File: config.mk
export PLATFORM = sky130hd
export DESIGN_NAME = alu_mc_flat
export DESIGN_NICKNAME = d
export VERILOG_FILES = /design/src/rtl/alu_mc_if.sv /design/src/rtl/alu_mc.sv /design/src/flat_wrapper.sv
export SDC_FILE = /design/constraint.sdc
export NUM_CORES = 1
export LEC_CHECK = 0
export ABC_AREA = 1
export CORE_MARGIN = 1.5
export CORE_UTILIZATION = 52
export DETAILED_ROUTE_END_ITERATION = 6
export PLACE_DENSITY_LB_ADDON = 0.3
export SETUP_SLACK_MARGIN = 0.2
export SLEW_MARGIN = 20
export SYNTH_ARGS = -nofsm -noshare
export SYNTH_HDL_FRONTEND = slang
export SYNTH_SLANG_ARGS = --single-unit
File: constraint.sdc
create_clock -name clk -period 3 [get_ports clk]
set_input_delay 0.6 -clock clk [delete_from_list [all_inputs] [get_ports clk]]
set_output_delay 0.6 -clock clk [all_outputs]
set_load 0.02 [all_outputs]
File: src/rtl/alu_mc_if.sv
// Handshake bundle between the decoder/issue logic and the multi-cycle ALU:
// op/operands/tag in on a valid/ready pair, result/flags/tag out on another.
interface alu_mc_if #(
  parameter int WIDTH = 32,
  parameter int TAG_W = 5
);
  logic             in_valid;
  logic             in_ready;
  logic [3:0]       op;
  logic [WIDTH-1:0] a;
  logic [WIDTH-1:0] b;
  logic [TAG_W-1:0] in_tag;
  logic             out_valid;
  logic             out_ready;
  logic [WIDTH-1:0] result;
  logic [WIDTH-1:0] result_hi;
  logic [TAG_W-1:0] out_tag;
  logic             zero;
  logic             carry;
  logic             ovf;
  logic             div0;
  logic             illegal;

  modport master (
    output in_valid, op, a, b, in_tag, out_ready,
    input  in_ready, out_valid, result, result_hi, out_tag,
           zero, carry, ovf, div0, illegal
  );

  modport slave (
    input  in_valid, op, a, b, in_tag, out_ready,
    output in_ready, out_valid, result, result_hi, out_tag,
           zero, carry, ovf, div0, illegal
  );
endinterface

File: src/rtl/alu_mc.sv
// Execute-stage ALU: 1-cycle registered logic/arith/shift, WIDTH+1-cycle iterative MUL/DIV.
// Backpressure: results/flags hold while out_valid && !out_ready; in_ready only in IDLE with a free output slot.
module alu_mc #(
  parameter int WIDTH = 32,
  parameter int TAG_W = 5
) (
  input logic   clk,
  input logic   rst_n,
  alu_mc_if.slave bus
);
  localparam int SH_W = $clog2(WIDTH);

  localparam logic [3:0] OP_ADD = 4'd0, OP_SUB = 4'd1, OP_AND = 4'd2, OP_OR  = 4'd3,
                         OP_XOR = 4'd4, OP_SLT = 4'd5, OP_SLTU = 4'd6, OP_SLL = 4'd7,
                         OP_SRL = 4'd8, OP_SRA = 4'd9, OP_MUL = 4'd10, OP_DIV = 4'd11;

  typedef enum logic [1:0] {IDLE, MUL, DIV, HOLD} state_t;

  state_t             state_q, state_d;
  logic [2*WIDTH-1:0] acc_q, acc_d;
  logic [WIDTH-1:0]   opd_q, opd_d;
  logic [SH_W-1:0]    cnt_q, cnt_d;
  logic [WIDTH-1:0]   res_q, res_d, hi_q, hi_d;
  logic [TAG_W-1:0]   tag_q, tag_d;
  logic [4:0]         flg_q, flg_d;   // {zero, carry, ovf, div0, illegal}
  logic               ov_q, ov_d;

  logic               accept;
  logic [WIDTH:0]     sum, dif;
  logic [SH_W-1:0]    sh;
  logic [WIDTH-1:0]   sc_res, sc_hi;
  logic               sc_c, sc_v, sc_d0, sc_il;
  logic [WIDTH:0]     mul_add, div_sh, div_sub;
  logic [2*WIDTH-1:0] mul_next, div_next, step;

  assign bus.in_ready  = rst_n && (state_q == IDLE) && (!ov_q || bus.out_ready);
  assign accept        = bus.in_valid && bus.in_ready;
  assign bus.out_valid = ov_q;
  assign bus.result    = res_q;
  assign bus.result_hi = hi_q;
  assign bus.out_tag   = tag_q;
  assign {bus.zero, bus.carry, bus.ovf, bus.div0, bus.illegal} = flg_q;

  always_comb begin
    sum    = {1'b0, bus.a} + {1'b0, bus.b};
    dif    = {1'b0, bus.a} - {1'b0, bus.b};
    sh     = bus.b[SH_W-1:0];
    sc_res = '0;
    sc_hi  = '0;
    sc_c   = 1'b0;
    sc_v   = 1'b0;
    sc_d0  = 1'b0;
    sc_il  = 1'b0;
    case (bus.op)
      OP_ADD: begin
        sc_res = sum[WIDTH-1:0];
        sc_c   = sum[WIDTH];
        sc_v   = (bus.a[WIDTH-1] == bus.b[WIDTH-1]) && (sum[WIDTH-1] != bus.a[WIDTH-1]);
      end
      OP_SUB: begin
        sc_res = dif[WIDTH-1:0];
        sc_c   = dif[WIDTH];
        sc_v   = (bus.a[WIDTH-1] != bus.b[WIDTH-1]) && (dif[WIDTH-1] != bus.a[WIDTH-1]);
      end
      OP_AND:  sc_res = bus.a & bus.b;
      OP_OR:   sc_res = bus.a | bus.b;
      OP_XOR:  sc_res = bus.a ^ bus.b;
      OP_SLT:  sc_res = {{(WIDTH-1){1'b0}}, $signed(bus.a) < $signed(bus.b)};
      OP_SLTU: sc_res = {{(WIDTH-1){1'b0}}, bus.a < bus.b};
      OP_SLL:  sc_res = bus.a << sh;
      OP_SRL:  sc_res = bus.a >> sh;
      OP_SRA:  sc_res = WIDTH'($signed(bus.a) >>> sh);
      OP_MUL:  sc_res = '0;
      OP_DIV: begin
        // Only reached with b == 0; nonzero divisors go to the iterative path.
        sc_res = '1;
        sc_hi  = bus.a;
        sc_d0  = 1'b1;
      end
      default: sc_il = 1'b1;
    endcase
  end

  // One iteration step: shift-add multiply on {hi, multiplier}, restoring divide on {rem, dividend}.
  always_comb begin
    mul_add  = {1'b0, acc_q[2*WIDTH-1:WIDTH]} + (acc_q[0] ? {1'b0, opd_q} : '0);
    mul_next = {mul_add, acc_q[WIDTH-1:1]};
    div_sh   = acc_q[2*WIDTH-1:WIDTH-1];
    div_sub  = div_sh - {1'b0, opd_q};
    div_next = div_sub[WIDTH] ? {div_sh[WIDTH-1:0], acc_q[WIDTH-2:0], 1'b0}
                              : {div_sub[WIDTH-1:0], acc_q[WIDTH-2:0], 1'b1};
    step     = (state_q == MUL) ? mul_next : div_next;
  end

  always_comb begin
    state_d = state_q;
    acc_d   = acc_q;
    opd_d   = opd_q;
    cnt_d   = cnt_q;
    res_d   = res_q;
    hi_d    = hi_q;
    tag_d   = tag_q;
    flg_d   = flg_q;
    ov_d    = ov_q;
    case (state_q)
      IDLE: begin
        if (ov_q && bus.out_ready) ov_d = 1'b0;
        if (accept) begin
          tag_d = bus.in_tag;
          if (bus.op == OP_MUL) begin
            state_d = MUL;
            acc_d   = {{WIDTH{1'b0}}, bus.b};
            opd_d   = bus.a;
            cnt_d   = '0;
          end else if (bus.op == OP_DIV && bus.b != '0) begin
            state_d = DIV;
            acc_d   = {{WIDTH{1'b0}}, bus.a};
            opd_d   = bus.b;
            cnt_d   = '0;
          end else begin
            res_d = sc_res;
            hi_d  = sc_hi;
            flg_d = {sc_res == '0, sc_c, sc_v, sc_d0, sc_il};
            ov_d  = 1'b1;
          end
        end
      end
      MUL, DIV: begin
        acc_d = step;
        cnt_d = cnt_q + 1'b1;
        if (cnt_q == SH_W'(WIDTH-1)) begin
          res_d   = step[WIDTH-1:0];
          hi_d    = step[2*WIDTH-1:WIDTH];
          flg_d   = {step[WIDTH-1:0] == '0, 4'b0000};
          ov_d    = 1'b1;
          state_d = HOLD;
        end
      end
      HOLD: begin
        if (bus.out_ready) begin
          ov_d    = 1'b0;
          state_d = IDLE;
        end
      end
      default: state_d = IDLE;
    endcase
  end

  always_ff @(posedge clk or negedge rst_n) begin
    if (!rst_n) begin
      state_q <= IDLE;
      acc_q   <= '0;
      opd_q   <= '0;
      cnt_q   <= '0;
      res_q   <= '0;
      hi_q    <= '0;
      tag_q   <= '0;
      flg_q   <= '0;
      ov_q    <= 1'b0;
    end else begin
      state_q <= state_d;
      acc_q   <= acc_d;
      opd_q   <= opd_d;
      cnt_q   <= cnt_d;
      res_q   <= res_d;
      hi_q    <= hi_d;
      tag_q   <= tag_d;
      flg_q   <= flg_d;
      ov_q    <= ov_d;
    end
  end
endmodule

File: src/flat_wrapper.sv
// flat-port wrapper written by rule: the top's interface ports become plain ports
module alu_mc_flat 
#(
  parameter int WIDTH = 32,
  parameter int TAG_W = 5
)
  (clk, rst_n, bus_in_valid, bus_op, bus_a, bus_b, bus_in_tag, bus_out_ready, bus_in_ready, bus_out_valid, bus_result, bus_result_hi, bus_out_tag, bus_zero, bus_carry, bus_ovf, bus_div0, bus_illegal);
  alu_mc_if #(.WIDTH(WIDTH), .TAG_W(TAG_W)) bus_i ();
  input logic clk;
  input logic rst_n;
  input wire logic [$bits(bus_i.in_valid)-1:0] bus_in_valid;
  input wire logic [$bits(bus_i.op)-1:0] bus_op;
  input wire logic [$bits(bus_i.a)-1:0] bus_a;
  input wire logic [$bits(bus_i.b)-1:0] bus_b;
  input wire logic [$bits(bus_i.in_tag)-1:0] bus_in_tag;
  input wire logic [$bits(bus_i.out_ready)-1:0] bus_out_ready;
  output wire logic [$bits(bus_i.in_ready)-1:0] bus_in_ready;
  output wire logic [$bits(bus_i.out_valid)-1:0] bus_out_valid;
  output wire logic [$bits(bus_i.result)-1:0] bus_result;
  output wire logic [$bits(bus_i.result_hi)-1:0] bus_result_hi;
  output wire logic [$bits(bus_i.out_tag)-1:0] bus_out_tag;
  output wire logic [$bits(bus_i.zero)-1:0] bus_zero;
  output wire logic [$bits(bus_i.carry)-1:0] bus_carry;
  output wire logic [$bits(bus_i.ovf)-1:0] bus_ovf;
  output wire logic [$bits(bus_i.div0)-1:0] bus_div0;
  output wire logic [$bits(bus_i.illegal)-1:0] bus_illegal;
  assign bus_i.in_valid = bus_in_valid;
  assign bus_i.op = bus_op;
  assign bus_i.a = bus_a;
  assign bus_i.b = bus_b;
  assign bus_i.in_tag = bus_in_tag;
  assign bus_i.out_ready = bus_out_ready;
  assign bus_in_ready = bus_i.in_ready;
  assign bus_out_valid = bus_i.out_valid;
  assign bus_result = bus_i.result;
  assign bus_result_hi = bus_i.result_hi;
  assign bus_out_tag = bus_i.out_tag;
  assign bus_zero = bus_i.zero;
  assign bus_carry = bus_i.carry;
  assign bus_ovf = bus_i.ovf;
  assign bus_div0 = bus_i.div0;
  assign bus_illegal = bus_i.illegal;
  alu_mc #(.WIDTH(WIDTH), .TAG_W(TAG_W)) u_core (.clk(clk), .rst_n(rst_n), .bus(bus_i));
endmodule
==> run_results.csv, run 1 <==
group,metric,value,unit
status,status,"did not finish",
status,haltStage,"global routing",
status,error,"[ERROR GRT-0232] Routing congestion too high. Check the congestion heatmap in the GUI.",
global_routing,grt.total_usage,67.8,%
floorplanning,start_util,52.5,%
floorplanning,die_y,214,µm
place,dpl.hpwl,102000,µm
yosys,ys_top_cells_by_count,"nand2_1, nand3_1, inv_1",
floorplanning,num_rows,77,
floorplanning,fp.dieW,214,µm
sta,endpoint_type,"register data pin",
clock_tree,numCtsBuffers,17,
clock_tree,postCtsHoldBufs,0,
yosys,synth_seq_cells,178,
yosys,syn-mean-instance-area,5.80,µm²
yosys,async_flop_share,100,%
yosys,synth_top_flop_cell,"dfrtp_1",
clock_tree,cts_buffer_depth,2,
yosys,ys.warnings.count,0,
yosys,synth-edff-count,0,
yosys,synth_cell_types,54,
floorplanning,io_pins,153,
yosys,synth_top_cells_by_area,"nand2_1, dfrtp_1, nand3_1, ha_1, inv_1",
yosys,yosysTopAreaCellShare,19.7,%
global_routing,grt_start_max_net_pins,179,
clock_tree,clock_sinks,178,
yosys,synth_nets,4247,
yosys,yosysMostFrequentCell,"nand2_1",
clock_tree,htree_levels,4,
place,place_inst,5316,
yosys,synth_largest_area_cell,"nand2_1",
place,gp_congestion,1.16,
place,port_buffers,152,
yosys,syn_inst,3996,
clock_tree,cts_root_buf,"clkbuf_16",
yosys,seq_area_frac_synth,19.2,%
yosys,netlist_area,23200,µm²
sta,postGrtWorstEndpoint,"u_core.bus.result_hi[17]$_DFFE_PN0P_/D",
global_routing,overflow,7,
-- per-stage QoR --
| step | setup slack (ns) | instance area [µm²] |
|---|---|---|
| 3_3_place_gp | -0.940 | 30800 |
| 4_1_cts | 0.0872 | 33400 |
| 3_5_place_dp | -0.901 | 30800 |
| 2_1_floorplan | 0.190 | 23300 |
-- routing by layer --
layer,GRT usage (%),overflow
met5,13.2,0
met4,67.2,2
met3,40.9,0
met2,90.0,5
met1,71.3,0
-- cells by family after synthesis --
logic type	Yosys count	synth area share, %
adder cells (fa/ha/maj)	174	9.53
buffers and inverters	630	10.6
AO/OA/AOI/OAI	718	18.0
XOR/XNOR	36	1.44
AND/OR/NAND/NOR	2260	41.2
flip-flops	178	19.2
-- repair_timing --
item | in CTS
gates cloned | 19
pin swaps | 93
setup endpoints to repair | 144
gates resized for setup | 448
setup buffers | 30
==> run 2: changes to the inputs <==
CORE_UTILIZATION = 37   (was 52)
PLACE_DENSITY_LB_ADDON = 0.15   (was 0.3)
SETUP_SLACK_MARGIN = unset   (was 0.2)
clock period = 3.9 ns   (was 3 ns; I/O delays follow)
==> run_results.csv, run 2 <==
group,metric,value,unit
sta,whs,0.429,ns
yosys,ys_top_cells_by_count,"nand2_1, nand3_1, inv_1",
floorplanning,coreArea,61800,µm²
cells_and_area,layout_common_cells,"nand2_1, buf_4, nand3_1",
place,place_ws,-0.304,ns
clock_tree,cts_setup_buffers,0,
routing,detail_route.wl_per_cell,25.2,µm
yosys,netlist_area,23200,µm²
floorplanning,die_y,253,µm
yosys,synth_nets,4247,
worst_setup_path,cp.arrival,4.21,ns
yosys,synth-edff-count,0,
place,port_buffers,152,
sta,slew_headroom,30.9,%
place,place_inst,5368,
flow_run,cap_violations,0,
yosys,async_flop_share,100,%
place,placed_area,29500,µm²
global_routing,grt_pass1_wl,194000,µm
sta,period_minus_slack,3.81,ns
clock_tree,clock_sinks,178,
floorplanning,dieArea,64100,µm²
worst_setup_path,startpoint_type,"input pin",
cells_and_area,postLayoutCellArea,30100,µm²
yosys,syn_inst,3996,
status,status,"finished with violations",
clock_tree,postCtsHoldBufs,0,
yosys,synth_top_cells_by_area,"nand2_1, dfrtp_1, nand3_1, ha_1, inv_1",
power_and_ir_drop,power,16.2,mW
global_routing,grt_start_max_net_pins,97,
global_routing,overflow,0,
routing,vias,30382,
place,gp_congestion,1.09,
clock_tree,cts_tree,"yes",
global_routing,antenna_found_initial,6,
clock_tree,numCtsBuffers,17,
power_and_ir_drop,power_leakage,15.5,nW
sta,slew_viol_final,0,
power_and_ir_drop,power_density,539,nW/µm²
place,dpl.hpwl,112000,µm
worst_setup_path,critical_path.max_stage_delay,0.55,ns
yosys,synth_cell_types,54,
floorplanning,io_pins,153,
routing,wirelength,136000,µm
yosys,synth_seq_cells,178,
power_and_ir_drop,vdd.ir_drop.worst,0.000435,V
yosys,syn-mean-instance-area,5.80,µm²
yosys,yosysMostFrequentCell,"nand2_1",
routing,ant_nets,0,
cells_and_area,instances_no_fill,5401,
worst_setup_path,crit_slowest_cell,"clkdlybuf4s50_1",
worst_setup_path,reg2regPathDepth,18,
sta,tns,0,ns
yosys,yosysTopAreaCellShare,19.7,%
sta,fin_skew,0.0200,ns
worst_setup_path,cp_max_fo,5,
sta,finalSetupViolations,0,
yosys,synth_top_flop_cell,"dfrtp_1",
worst_setup_path,path_class,"input pin to flop",
cells_and_area,layout-drive-gt1-share,14.6,%
yosys,seq_area_frac_synth,19.2,%
status,violations,"design-rule violations",
cells_and_area,final_common_cell,"nand2_1",
cells_and_area,largest_reg_flops,64,
floorplanning,fp.dieW,253,µm
worst_setup_path,crit_required,4.30,ns
cells_and_area,post-route-util,48.7,%
global_routing,grt.total_usage,41.9,%
clock_tree,htree_levels,4,
sta,rsz0062_at_grt,"no",
cells_and_area,area.growth.synth_to_final,30.0,%
worst_setup_path,crit_chain,"clkdlybuf4s50_1, ha_1, inv_1, fa_1, o21ai_1, buf_4, o211ai_1, nand2_1, nand3b_1, a21oi_1, nand3_1, nor2_1, nand3_1, nor2_1, nand2_1, a21oi_1",
routing,viasPerCell,5.63,
routing,dr.pass1.iters,7,
worst_setup_path,critical_path.endpoint_type,"flop",
sta,fmax,0.263,GHz
sta,worstMarginPinSlew,1.04,ns
yosys,synth_largest_area_cell,"nand2_1",
floorplanning,num_rows,91,
yosys,ys.warnings.count,0,
global_routing,grt_pass1_vias,28643,
routing,drtIter0Drc,3585,
sta,layout_setup_ws,0.0920,ns
hold_path,hp-class,"input pin to asynchronous set/reset pin",
cells_and_area,largest_register,"u_core.acc_q",
floorplanning,start_util,37.5,%
cells_and_area,final_nets,4801,
sta,final-hold-violation-count,0,
clock_tree,clk_pin_slew,0.09,ns
clock_tree,cts_buffer_depth,2,
sta,finalCritPeriodShare,97.6,%
clock_tree,cts_root_buf,"clkbuf_16",
clock_tree,clock_latency,0.47,ns
routing,drcViolationCount,4,
run 2: final timing paths:
path	start	endpoint	slack, ns
min reg2reg	u_core.bus.out_tag[3]$_DFFE_PN0P_	u_core.bus.out_tag[3]$_DFFE_PN0P_	0.50
max reg2reg	u_core.acc_q[0]$_DFFE_PN0P_	u_core.acc_q[59]$_DFFE_PN0P_	0.44
max	bus_b[0]	u_core.flg_q[4]$_DFFE_PN0P_	0.09
max in group asynchronous	rst_n	u_core.bus.result[25]$_DFFE_PN0P_	1.97
min	rst_n	u_core.bus.out_tag[3]$_DFFE_PN0P_	0.43
min in group clk	u_core.bus.out_tag[3]$_DFFE_PN0P_	u_core.bus.out_tag[3]$_DFFE_PN0P_	0.50
run 2: per-layer routing:
metal / global-route usage, % / up-vias / wire length [µm]
met5: 0 / - / 51
met4: 32.8 / 8 / 12500
met3: 4.74 / 321 / 9920
met2: 66.6 / 1452 / 60400
met1: 51.5 / 14245 / 53400
li1: - / 14356 / -
run 2: what timing repair did:
action | 4_1_cts | 5_1_grt
resized for setup | 0 | 2
endpoints found under the setup margin | 0 | 1
hold endpoints to repair | 0 | 0
run 2: worst max-delay path: cells and delay by family:
kind / cells / cell delay [ns]
adders and majority gates: 2 / 0.64
buffers and inverters: 3 / 0.82
and+or+nand+nor: 7 / 0.87
AOI/OAI and AO/OA: 4 / 1.09
run 2: power by group:
part	internal (mW)	leakage, nW	switching [mW]
Sequential	2.61	2.25	0.578
Combinational	3.95	13.0	7.28
Clock	0.866	0.284	0.940
run 2: layout make-up:
| cell class | instances | area [µm²] |
|---|---|---|
| sequential | 178 | 4450 |
| tap | 837 | 1050 |
| fill | 6692 | 31700 |
| timing repair buffer | 721 | 6080 |
| antenna | 1 | 2.50 |
| clock inverter | 14 | 161 |
| inverter | 444 | 1670 |
| clock buffer | 18 | 429 |
| multi-input combinational | 3188 | 16300 |
run 2: logic make-up (layout without fill, tap and decap cells):
| group | count (synthesis) | after routing | synth area share [%] |
|---|---|---|---|
| simple gates | 2260 | 2260 | 41.2 |
| fa+ha+maj | 174 | 174 | 9.53 |
| compound gates | 718 | 718 | 18.0 |
| xor+xnor | 36 | 36 | 1.44 |
| other cells | 0 | 1 | 0 |
| buf+inv | 630 | 1197 | 10.6 |
| flops | 178 | 178 | 19.2 |
No activity file was read; power rests on OpenSTA's default activity.
